`src/rtl/tank_shell_if.sv`:
```
// Tank-to-shell bus: firing tank state, enemy box and keycode in; shell sprite data and hit pulse out.
// master drives the tank/enemy/key side, slave is the shell stage.
interface tank_shell_if;
  logic [7:0] keycode;
  logic [9:0] TankX;
  logic [9:0] TankY;
  logic [1:0] direction;
  logic [9:0] EnemyX;
  logic [9:0] EnemyY;
  logic [9:0] EnemyS;
  logic [9:0] ShellX;
  logic [9:0] ShellY;
  logic [9:0] ShellS;
  logic       shell_active;
  logic       enemy_hit;

  modport master (
    output keycode, TankX, TankY, direction, EnemyX, EnemyY, EnemyS,
    input  ShellX, ShellY, ShellS, shell_active, enemy_hit
  );

  modport slave (
    input  keycode, TankX, TankY, direction, EnemyX, EnemyY, EnemyS,
    output ShellX, ShellY, ShellS, shell_active, enemy_hit
  );
endinterface

```
`src/rtl/tank_shell.sv`:
```
// Single-shell projectile stage: spawn on fire-key edge, one step per frame, enemy box hit test, refire cooldown.
// Optional macro SHELL_BOUNCE_EN: the first wall contact reflects the shell instead of expiring it.
module tank_shell #(
  parameter logic [7:0] FIRE_KEY        = 8'h2C,
  parameter logic [9:0] SHELL_SIZE      = 10'd2,
  parameter logic [9:0] SHELL_STEP      = 10'd4,
  parameter logic [9:0] SPAWN_OFFSET    = 10'd8,
  parameter logic [7:0] COOLDOWN_FRAMES = 8'd30,
  parameter logic [9:0] X_MIN           = 10'd1,
  parameter logic [9:0] X_MAX           = 10'd639,
  parameter logic [9:0] Y_MIN           = 10'd1,
  parameter logic [9:0] Y_MAX           = 10'd479
) (
  input logic          frame_clk,
  input logic          Reset,
  tank_shell_if.slave  bus
);

  typedef enum logic [1:0] {IDLE, FLYING, COOLDOWN} state_t;

  state_t     state;
  logic [9:0] shell_x;
  logic [9:0] shell_y;
  logic       shell_active;
  logic       enemy_hit;
  logic [7:0] cooldown;
  logic [1:0] dir_latched;
  logic       key_prev;
`ifdef SHELL_BOUNCE_EN
  logic       bounced;
`endif

  function automatic logic [10:0] w11(input logic [9:0] v);
    return {1'b0, v};
  endfunction

  logic fire_key;
  logic fire;
  assign fire_key = (bus.keycode == FIRE_KEY);
  assign fire     = fire_key && !key_prev;

  // Spawn point and field check along the tank's current facing
  logic [9:0] spawn_x;
  logic [9:0] spawn_y;
  logic       spawn_ok;
  always_comb begin
    spawn_x  = bus.TankX;
    spawn_y  = bus.TankY;
    spawn_ok = 1'b1;
    case (bus.direction)
      2'b00: begin
        spawn_ok = !(w11(bus.TankX) < w11(X_MIN) + w11(SPAWN_OFFSET) + w11(SHELL_SIZE));
        spawn_x  = bus.TankX - SPAWN_OFFSET;
      end
      2'b01: begin
        spawn_ok = !(w11(bus.TankX) + w11(SPAWN_OFFSET) + w11(SHELL_SIZE) > w11(X_MAX));
        spawn_x  = bus.TankX + SPAWN_OFFSET;
      end
      2'b10: begin
        spawn_ok = !(w11(bus.TankY) + w11(SPAWN_OFFSET) + w11(SHELL_SIZE) > w11(Y_MAX));
        spawn_y  = bus.TankY + SPAWN_OFFSET;
      end
      default: begin
        spawn_ok = !(w11(bus.TankY) < w11(Y_MIN) + w11(SPAWN_OFFSET) + w11(SHELL_SIZE));
        spawn_y  = bus.TankY - SPAWN_OFFSET;
      end
    endcase
  end

  logic signed [10:0] diff_x;
  logic signed [10:0] diff_y;
  logic [10:0]        abs_x;
  logic [10:0]        abs_y;
  logic [10:0]        hit_lim;
  logic               hit_now;
  always_comb begin
    diff_x  = $signed(w11(shell_x)) - $signed(w11(bus.EnemyX));
    diff_y  = $signed(w11(shell_y)) - $signed(w11(bus.EnemyY));
    abs_x   = diff_x[10] ? $unsigned(-diff_x) : $unsigned(diff_x);
    abs_y   = diff_y[10] ? $unsigned(-diff_y) : $unsigned(diff_y);
    hit_lim = w11(SHELL_SIZE) + w11(bus.EnemyS);
    hit_now = (abs_x < hit_lim) && (abs_y < hit_lim);
  end

  // Wall test looks one step ahead so the shell never draws outside the field
  logic [9:0] next_x;
  logic [9:0] next_y;
  logic       wall;
  always_comb begin
    next_x = shell_x;
    next_y = shell_y;
    wall   = 1'b0;
    case (dir_latched)
      2'b00: begin
        wall   = w11(shell_x) < w11(X_MIN) + w11(SHELL_STEP) + w11(SHELL_SIZE);
        next_x = shell_x - SHELL_STEP;
      end
      2'b01: begin
        wall   = w11(shell_x) + w11(SHELL_STEP) + w11(SHELL_SIZE) > w11(X_MAX);
        next_x = shell_x + SHELL_STEP;
      end
      2'b10: begin
        wall   = w11(shell_y) + w11(SHELL_STEP) + w11(SHELL_SIZE) > w11(Y_MAX);
        next_y = shell_y + SHELL_STEP;
      end
      default: begin
        wall   = w11(shell_y) < w11(Y_MIN) + w11(SHELL_STEP) + w11(SHELL_SIZE);
        next_y = shell_y - SHELL_STEP;
      end
    endcase
  end

  logic do_bounce;
`ifdef SHELL_BOUNCE_EN
  assign do_bounce = wall && !bounced;
`else
  assign do_bounce = 1'b0;
`endif

  always_ff @(posedge frame_clk or posedge Reset) begin
    if (Reset) begin
      state        <= IDLE;
      shell_x      <= '0;
      shell_y      <= '0;
      shell_active <= 1'b0;
      enemy_hit    <= 1'b0;
      cooldown     <= '0;
      dir_latched  <= 2'b00;
      key_prev     <= 1'b0;
`ifdef SHELL_BOUNCE_EN
      bounced      <= 1'b0;
`endif
    end else begin
      key_prev  <= fire_key;
      enemy_hit <= 1'b0;
      case (state)
        IDLE: begin
          if (fire) begin
            dir_latched <= bus.direction;
            if (spawn_ok) begin
              shell_x      <= spawn_x;
              shell_y      <= spawn_y;
              shell_active <= 1'b1;
              state        <= FLYING;
`ifdef SHELL_BOUNCE_EN
              bounced      <= 1'b0;
`endif
            end
          end
        end
        FLYING: begin
          if (hit_now || (wall && !do_bounce)) begin
            enemy_hit    <= hit_now;
            shell_active <= 1'b0;
            shell_x      <= '0;
            shell_y      <= '0;
            cooldown     <= COOLDOWN_FRAMES;
            state        <= COOLDOWN;
          end else if (do_bounce) begin
            dir_latched <= {dir_latched[1], ~dir_latched[0]};
`ifdef SHELL_BOUNCE_EN
            bounced     <= 1'b1;
`endif
          end else begin
            shell_x <= next_x;
            shell_y <= next_y;
          end
        end
        COOLDOWN: begin
          cooldown <= cooldown - 8'd1;
          if (cooldown == 8'd1) state <= IDLE;
        end
        default: state <= IDLE;
      endcase
    end
  end

  assign bus.ShellX       = shell_x;
  assign bus.ShellY       = shell_y;
  assign bus.ShellS       = SHELL_SIZE;
  assign bus.shell_active = shell_active;
  assign bus.enemy_hit    = enemy_hit;

endmodule

```
`src/flat_wrapper.sv`:
```
// flat-port wrapper written by rule: the top's interface ports become plain ports
module tank_shell_flat 
#(
  parameter logic [7:0] FIRE_KEY        = 8'h2C,
  parameter logic [9:0] SHELL_SIZE      = 10'd2,
  parameter logic [9:0] SHELL_STEP      = 10'd4,
  parameter logic [9:0] SPAWN_OFFSET    = 10'd8,
  parameter logic [7:0] COOLDOWN_FRAMES = 8'd30,
  parameter logic [9:0] X_MIN           = 10'd1,
  parameter logic [9:0] X_MAX           = 10'd639,
  parameter logic [9:0] Y_MIN           = 10'd1,
  parameter logic [9:0] Y_MAX           = 10'd479
)
  (frame_clk, Reset, bus_keycode, bus_TankX, bus_TankY, bus_direction, bus_EnemyX, bus_EnemyY, bus_EnemyS, bus_ShellX, bus_ShellY, bus_ShellS, bus_shell_active, bus_enemy_hit);
  tank_shell_if bus_i ();
  input logic frame_clk;
  input logic Reset;
  input wire logic [$bits(bus_i.keycode)-1:0] bus_keycode;
  input wire logic [$bits(bus_i.TankX)-1:0] bus_TankX;
  input wire logic [$bits(bus_i.TankY)-1:0] bus_TankY;
  input wire logic [$bits(bus_i.direction)-1:0] bus_direction;
  input wire logic [$bits(bus_i.EnemyX)-1:0] bus_EnemyX;
  input wire logic [$bits(bus_i.EnemyY)-1:0] bus_EnemyY;
  input wire logic [$bits(bus_i.EnemyS)-1:0] bus_EnemyS;
  output wire logic [$bits(bus_i.ShellX)-1:0] bus_ShellX;
  output wire logic [$bits(bus_i.ShellY)-1:0] bus_ShellY;
  output wire logic [$bits(bus_i.ShellS)-1:0] bus_ShellS;
  output wire logic [$bits(bus_i.shell_active)-1:0] bus_shell_active;
  output wire logic [$bits(bus_i.enemy_hit)-1:0] bus_enemy_hit;
  assign bus_i.keycode = bus_keycode;
  assign bus_i.TankX = bus_TankX;
  assign bus_i.TankY = bus_TankY;
  assign bus_i.direction = bus_direction;
  assign bus_i.EnemyX = bus_EnemyX;
  assign bus_i.EnemyY = bus_EnemyY;
  assign bus_i.EnemyS = bus_EnemyS;
  assign bus_ShellX = bus_i.ShellX;
  assign bus_ShellY = bus_i.ShellY;
  assign bus_ShellS = bus_i.ShellS;
  assign bus_shell_active = bus_i.shell_active;
  assign bus_enemy_hit = bus_i.enemy_hit;
  tank_shell #(.FIRE_KEY(FIRE_KEY), .SHELL_SIZE(SHELL_SIZE), .SHELL_STEP(SHELL_STEP), .SPAWN_OFFSET(SPAWN_OFFSET), .COOLDOWN_FRAMES(COOLDOWN_FRAMES), .X_MIN(X_MIN), .X_MAX(X_MAX), .Y_MIN(Y_MIN), .Y_MAX(Y_MAX)) u_core (.frame_clk(frame_clk), .Reset(Reset), .bus(bus_i));
endmodule
```
`config.mk`:
```
export PLATFORM = sky130hd
export DESIGN_NAME = tank_shell_flat
export DESIGN_NICKNAME = d
export VERILOG_FILES = /design/src/rtl/tank_shell_if.sv /design/src/rtl/tank_shell.sv /design/src/flat_wrapper.sv
export SDC_FILE = /design/constraint.sdc
export NUM_CORES = 1
export LEC_CHECK = 0
export BUFFER_PORTS_ARGS = -buffer_cell sky130_fd_sc_hd__buf_2
export CAP_MARGIN = 5
export CORE_MARGIN = 2
export CORE_UTILIZATION = 45
export CTS_CLUSTER_DIAMETER = 50
export DETAILED_ROUTE_END_ITERATION = 6
export PLACE_DENSITY = 0.67
export SETUP_SLACK_MARGIN = 0.15
export SLEW_MARGIN = 20
export SYNTH_ARGS = -nofsm -noshare
export SYNTH_HDL_FRONTEND = slang
export SYNTH_SLANG_ARGS = --single-unit
```
`constraint.sdc`:
```
create_clock -name frame_clk -period 6.69 [get_ports frame_clk]
set_input_delay 0.669 -clock frame_clk [delete_from_list [all_inputs] [get_ports frame_clk]]
set_output_delay 0.669 -clock frame_clk [all_outputs]
set_load 0.05 [all_outputs]
```
Word level (Yosys, flattened, before mapping) --
Index checks and enable logic that the tools add are counted.
Operators by class: $lt $le $gt $ge 10, add/sub/neg operators 22, mux-type cells 29, reductions and logical operators 21, equal/unequal tests 14
Operators with widths (number):
- $pmux 10 s2 | 6
- $mux 10 | 6
- $add 11x2->11 const B | 4
- $add 10x3->11 const B | 2
- $add 10x4->11 const B | 2
- $gt 11x10->1 const B | 2
- $gt 11x9->1 const B | 2
- $lt 11x11->1 | 2
- $mux 11 | 2
- $neg 11->11 | 2
- $sub 10x10->11 | 2
- $add 10x3->10 const B | 2
- $add 10x4->10 const B | 2
- $lt 10x3->1 const B | 2
- $lt 10x4->1 const B | 2
- $sub 10x3->10 const B | 2
- $sub 10x4->10 const B | 2
- $pmux 8 s2 | 1
- $reduce_and 4->1 | 4
- $add 2x10->11 const A | 1
- $eq 8x1->1 const B | 1
- $eq 8x6->1 const B | 1
- $mux 2 | 4
- $mux 8 | 1
- 17 further kinds | 39
Storage, ports and cells: output and inout bits 32, bits of input ports 62, logic and storage cells 104, bits in registers 35

Depth between registers and ports, before layout --
depth after elaboration 8, depth in mapped cells 23, mapped depth without buffers 21

Worst setup path after synthesis --
No wires, ideal clock.
path type reg-to-reg, start register u_core.shell_x[0], in the netlist u_core.bus.ShellX[0], end register u_core.shell_x[3], in the netlist u_core.bus.ShellX[3], clock period less this slack 4904 ps, setup slack 1786 ps, buffers on the path 2, stages on the path, launching flop included 23, library setup time 119 ps, arrival time 4784 ps, data required time 6571 ps, cell sequence dfrtp_1 > inv_1 > ha_1 > inv_1 > fa_1 > a21o_1 > a211o_1 > a2111oi_2 > or3_1 > o21bai_1 > a21oi_2 > o41ai_1 > xnor2_1 > ha_1 > a211oi_1 > o221ai_1 > a41o_1 > o211ai_1 > or2_1 > clkbuf_2 > buf_6 > o221ai_1 > o21a_1
On the way: word-level cells in the longest chain between the ends 8, elaborated cells between the ends (all ways) 18, those cells by class add/sub: 6; order compare: 3; eq/ne: 1; mux: 5; reduce/logical: 3
Ends and longest elaborated chain:
- from (decl) | line tank_shell.sv:22 | logic [9:0] shell_x;
- from (signal assigned) | line tank_shell.sv:141 | shell_x <= spawn_x;
- from (signal assigned) | line tank_shell.sv:165 | shell_x <= next_x;
- $sub 10x10->11 | line tank_shell.sv:77 | diff_x = $signed(w11(shell_x)) - $signed(w11(bus.EnemyX));
- $neg 11->11 | line tank_shell.sv:79 | abs_x = diff_x[10] ? $unsigned(-diff_x) : $unsigned(diff_x);
- $mux 11 | line tank_shell.sv:79
- $lt 11x11->1 | line tank_shell.sv:82 | hit_now = (abs_x < hit_lim) && (abs_y < hit_lim);
- $logic_and 1x1->1 | line tank_shell.sv:82
- $logic_or 1x1->1 | line tank_shell.sv:152 | if (hit_now || (wall && !do_bounce)) begin
- $ne 4x1->1 (no source line) / $mux 10 (equally long branches)
- $reduce_and 4->1 (no source line) / $pmux 10 s2 (equally long branches)
Parallel ways exist; a longest one is shown, timed or not. A chain may end at the register's enable or synchronous reset.

Final worst setup path --
start register u_core.shell_x[0], in the netlist u_core.bus.ShellX[0], end register u_core.shell_y[0], in the netlist u_core.bus.ShellY[0]
On the way: word-level cells in the longest chain between the ends 8, elaborated cells between the ends (all ways) 15, those cells by class add/sub: 4; order compare: 3; eq/ne: 1; mux: 4; reduce/logical: 3
Ends and longest elaborated chain:
- $sub 10x10->11 | line tank_shell.sv:77
- $neg 11->11 | line tank_shell.sv:79
- $mux 11 | line tank_shell.sv:79
- $lt 11x11->1 | line tank_shell.sv:82
- $logic_and 1x1->1 | line tank_shell.sv:82
- $logic_or 1x1->1 * | line tank_shell.sv:152
- $ne 3x2->1 (no source line) / $mux 10 (equally long branches)
- $reduce_and 4->1 (no source line) / $pmux 10 s2 (equally long branches)
- to (signal assigned) | line tank_shell.sv:142 | shell_y <= spawn_y;
- to (signal assigned) | line tank_shell.sv:166 | shell_y <= next_y;
- to (decl) | line tank_shell.sv:23 | logic [9:0] shell_y;
Every way passes the cells marked *; elsewhere a longest branch is shown, timed or not.

==> flow_metrics.py <==
metrics = {
    "run_status": {
        "status": "finished clean",
    },
    "timing": {
        "setup_viol_count_final": 0,
        "rsz0062_at_grt": "no",
        "min_period_ps": 5457,
        "whs_ps": 484.1,
        "setup_tns_ps": 0,
        "final.period_utilization_pct": 81.57,
        "slew_headroom_pct": 31.32,
        "hold_viol": 0,
        "max_freq_mhz": 183.2,
        "tightest_slew_ps": 1028,
        "fin_skew_ps": 4.492,
        "slew_viol_final": 0,
    },
    "clocking": {
        "cts_root_buf": "clkbuf_16",
        "hold_buffers": 0,
        "numCtsBuffers": 5,
        "clock_latency_ps": 280,
        "cts_setup_buffers": 0,
        "tritoncts": "built",
        "cts.clk_slew.worst_paths_ps": 60,
        "clockBufferDepth": 2,
        "cts_sinks": 35,
        "ctsResizeCount": 0,
        "htree_levels": 2,
    },
    "detailed_routing": {
        "finalWirelength_mm": 13.53,
        "drt_iter0_drc": 328,
        "drc_errors": 0,
        "wl_per_cell_um": 15.62,
        "vias": 5046,
        "antenna_left": 0,
        "via_per_inst": 5.827,
        "dr.pass1.iters": 5,
    },
    "global_routing": {
        "grt_first_pass_wirelength_mm": 22.79,
        "grt_overflow": 0,
        "grt_max_degree": 36,
        "grt_usage_pct": 21.51,
        "grt_pass1_vias": 4966,
        "antenna_found_initial": 0,
    },
    "yosys": {
        "synth-edff-count": 0,
        "syn_area_per_cell_um2": 8.104,
        "synth_largest_area_cell": "ha_1",
        "yosys_warnings": 0,
        "ys.flop_type": "dfrtp_1",
        "yosysMostFrequentCell": "ha_1",
        "yosysUniqueCellTypes": 70,
        "synth.area.top_cells": "ha_1 (17%), dfrtp_1 (17%), xnor2_1 (7.0%), a21oi_1 (4.0%), inv_1 (3.9%)",
        "syn_inst": 646,
        "async_reset_ff_share_pct": 100.0,
        "synth_seq_area_share_pct": 16.73,
        "netlist.area_leader.share_pct": 17.45,
        "netlist_area_um2": 5235,
        "ys_ff_latch": 35,
        "ys_top_cells_by_count": "ha_1 (73), inv_1 (54), nand2_1 (43)",
    },
    "critical_path": {
        "timing.critical_path.buf_inv": 2,
        "r2r_cells": 21,
        "worstSetupStartpointType": "register",
        "crit_arrival_ps": 5610,
        "cp_slowest_cell": "or2_1",
        "rr_endpoint": "u_core.bus.ShellY[0]",
        "setup.worst_path.end": "u_core.bus.ShellY[0]",
        "critical_path.max_stage_delay_ps": 500,
        "cp_max_fo": 15,
        "cp_top_family": "compound AO/OA/AOI/OAI gates",
        "crit_cells": 21,
        "path_cells": "inv_1 > ha_1 > inv_1 > fa_1 > a21o_1 > a211o_1 > a2111oi_2 > or3_1 > o21bai_1 > a21oi_2 > nand2_1 > xnor2_1 > ha_1 > a211o_1 > a31oi_1 > o221ai_1 > a41o_1 > o211ai_1 > or2_1 > and3_1 > o22ai_1",
        "reg2reg_slack_ps": 1230,
        "required_ps": 6840,
        "crit_type": "register to register",
        "r2r_start": "u_core.bus.ShellX[0]",
        "cp-end-kind": "register",
        "crit_path_start": "u_core.bus.ShellX[0]",
    },
    "cells_and_area": {
        "area_growth_pct": 11.81,
        "antenna_cells": 0,
        "drive_gt1_share_pct": 14.38,
        "final_util_pct": 51.48,
        "final_cells": 866,
        "fin_nets": 863,
        "nFillCells": 1076,
    },
    "floorplan": {
        "initial_core_util_pct": 46.04,
        "rows": 39,
        "die_w_um": 111.9,
        "coreArea_um2": 11370,
        "ios": 94,
        "die_area_um2": 12510,
        "die_h_um": 111.9,
    },
    "run": {
        "cap_violations": 0,
    },
    "place": {
        "gpl.final_weighted_congestion": 0.8386,
        "portBuffers": 83,
        "dp_hpwl_mm": 10.97,
        "place_inst": 858,
    },
    "pwr": {
        "total_leakage_power_nw": 2.711,
        "vdd_drop_max_uv": 87.70,
        "power_density_nw_per_um2": 181.1,
    },
    "worst_hold_path": {
        "hp-class": "primary input to asynchronous set/reset pin",
    },
}
[worst reg2reg max path: stages (launching register included)]
cell and delay (ps):
dfrtp_1 410, inv_1 150, ha_1 180, inv_1 50, fa_1 400, a21o_1 190, a211o_1 320, a2111oi_2 350
or3_1 200, o21bai_1 100, a21oi_2 350, nand2_1 110, xnor2_1 150, ha_1 220, a211o_1 230, a31oi_1 170
o221ai_1 150, a41o_1 260, o211ai_1 400, or2_1 500, and3_1 320, o22ai_1 120
[worst min path at each step]
stage,start,to,depth (start not counted),slack [ps]
after floorplan,u_core.cooldown[6],u_core.cooldown[6],1,450
after global placement,u_core.cooldown[6],u_core.cooldown[6],1,470
after detailed placement,u_core.cooldown[6],u_core.cooldown[6],1,480
after CTS,u_core.cooldown[6],u_core.cooldown[6],1,490
after global routing,u_core.cooldown[6],u_core.cooldown[6],1,530
final,Reset,u_core.cooldown[2],3,480
[state kept, by name (all words and copies together), names as in the netlist]
name,cells
u_core.dir_latched,2
u_core.bus.enemy_hit,1
u_core.cooldown,8
u_core.bus.shell_active,1
u_core.state,2
u_core.bus.ShellY,10
u_core.key_prev,1
u_core.bus.ShellX,10
[layout make-up]
type                       count  area, um2  area share (%)
clock buffer                   7      132.6           2.266
clock inverter                 1      5.005         0.08551
timing repair buffer          84      422.9           7.225
sequential                    35      875.8           14.96
multi-input combinational    542       4035           68.94
inverter                      54      202.7           3.463
tap                          143      178.9           3.057
[per-stage QoR]
stage / setup slack (ps) / cell area (um2) / power (W)
floorplan: 1786 / 5265 / 0.0007047
global placement: 1298 / 5715 / 0.0008176
detailed placement: 1117 / 5715 / 0.0008406
CTS: 1274 / 5853 / 0.001064
global route: 720.4 / 5853 / 0.001153
finish: 1233 / 5853 / 0.001060
[per-layer routing]
layer  up-vias  track usage (%)  part of all wire, %
li1       2518                -                    -
met1      2353            28.89                   44
met2       163            37.74                   49
met3        12            2.177                  5.8
met4         0            4.198                 0.99
met5         -                0                    0
[cell families (layout without fill, tap and decap cells)]
group           Yosys count  after routing  share of synthesized area, %
compound gates          197            197                         25.96
simple gates            187            187                         18.91
fa+ha+maj                79             79                         19.74
buf+inv                  77            146                         6.764
xor+xnor                 63             63                         10.54
flops                    35             35                         16.73
mux                       6              6                         1.219
other cells               2             10                        0.1435
[power breakdown]
group,switching [W],internal [W]
Sequential,0.0000258,0.000223
Clock,0.0000842,0.000137
Combinational,0.000344,0.000246
[layout by cell type (no fill, tap or decap), types with 7 or more instances in the layout]
cell type	n
o221ai_1	12
nor3_1	9
ha_1	73
a21oi_1	42
nor2b_1	9
nand2b_1	15
o21ai_0	36
buf_2	83
nor4_1	7
nor2_1	36
o21a_1	16
conb_1	10
nand2_1	43
a211oi_1	7
xnor2_1	42
a21o_1	17
xor2_1	21
dfrtp_1	35
nand3_1	23
inv_1	54
(Power assumes the default switching activity.)
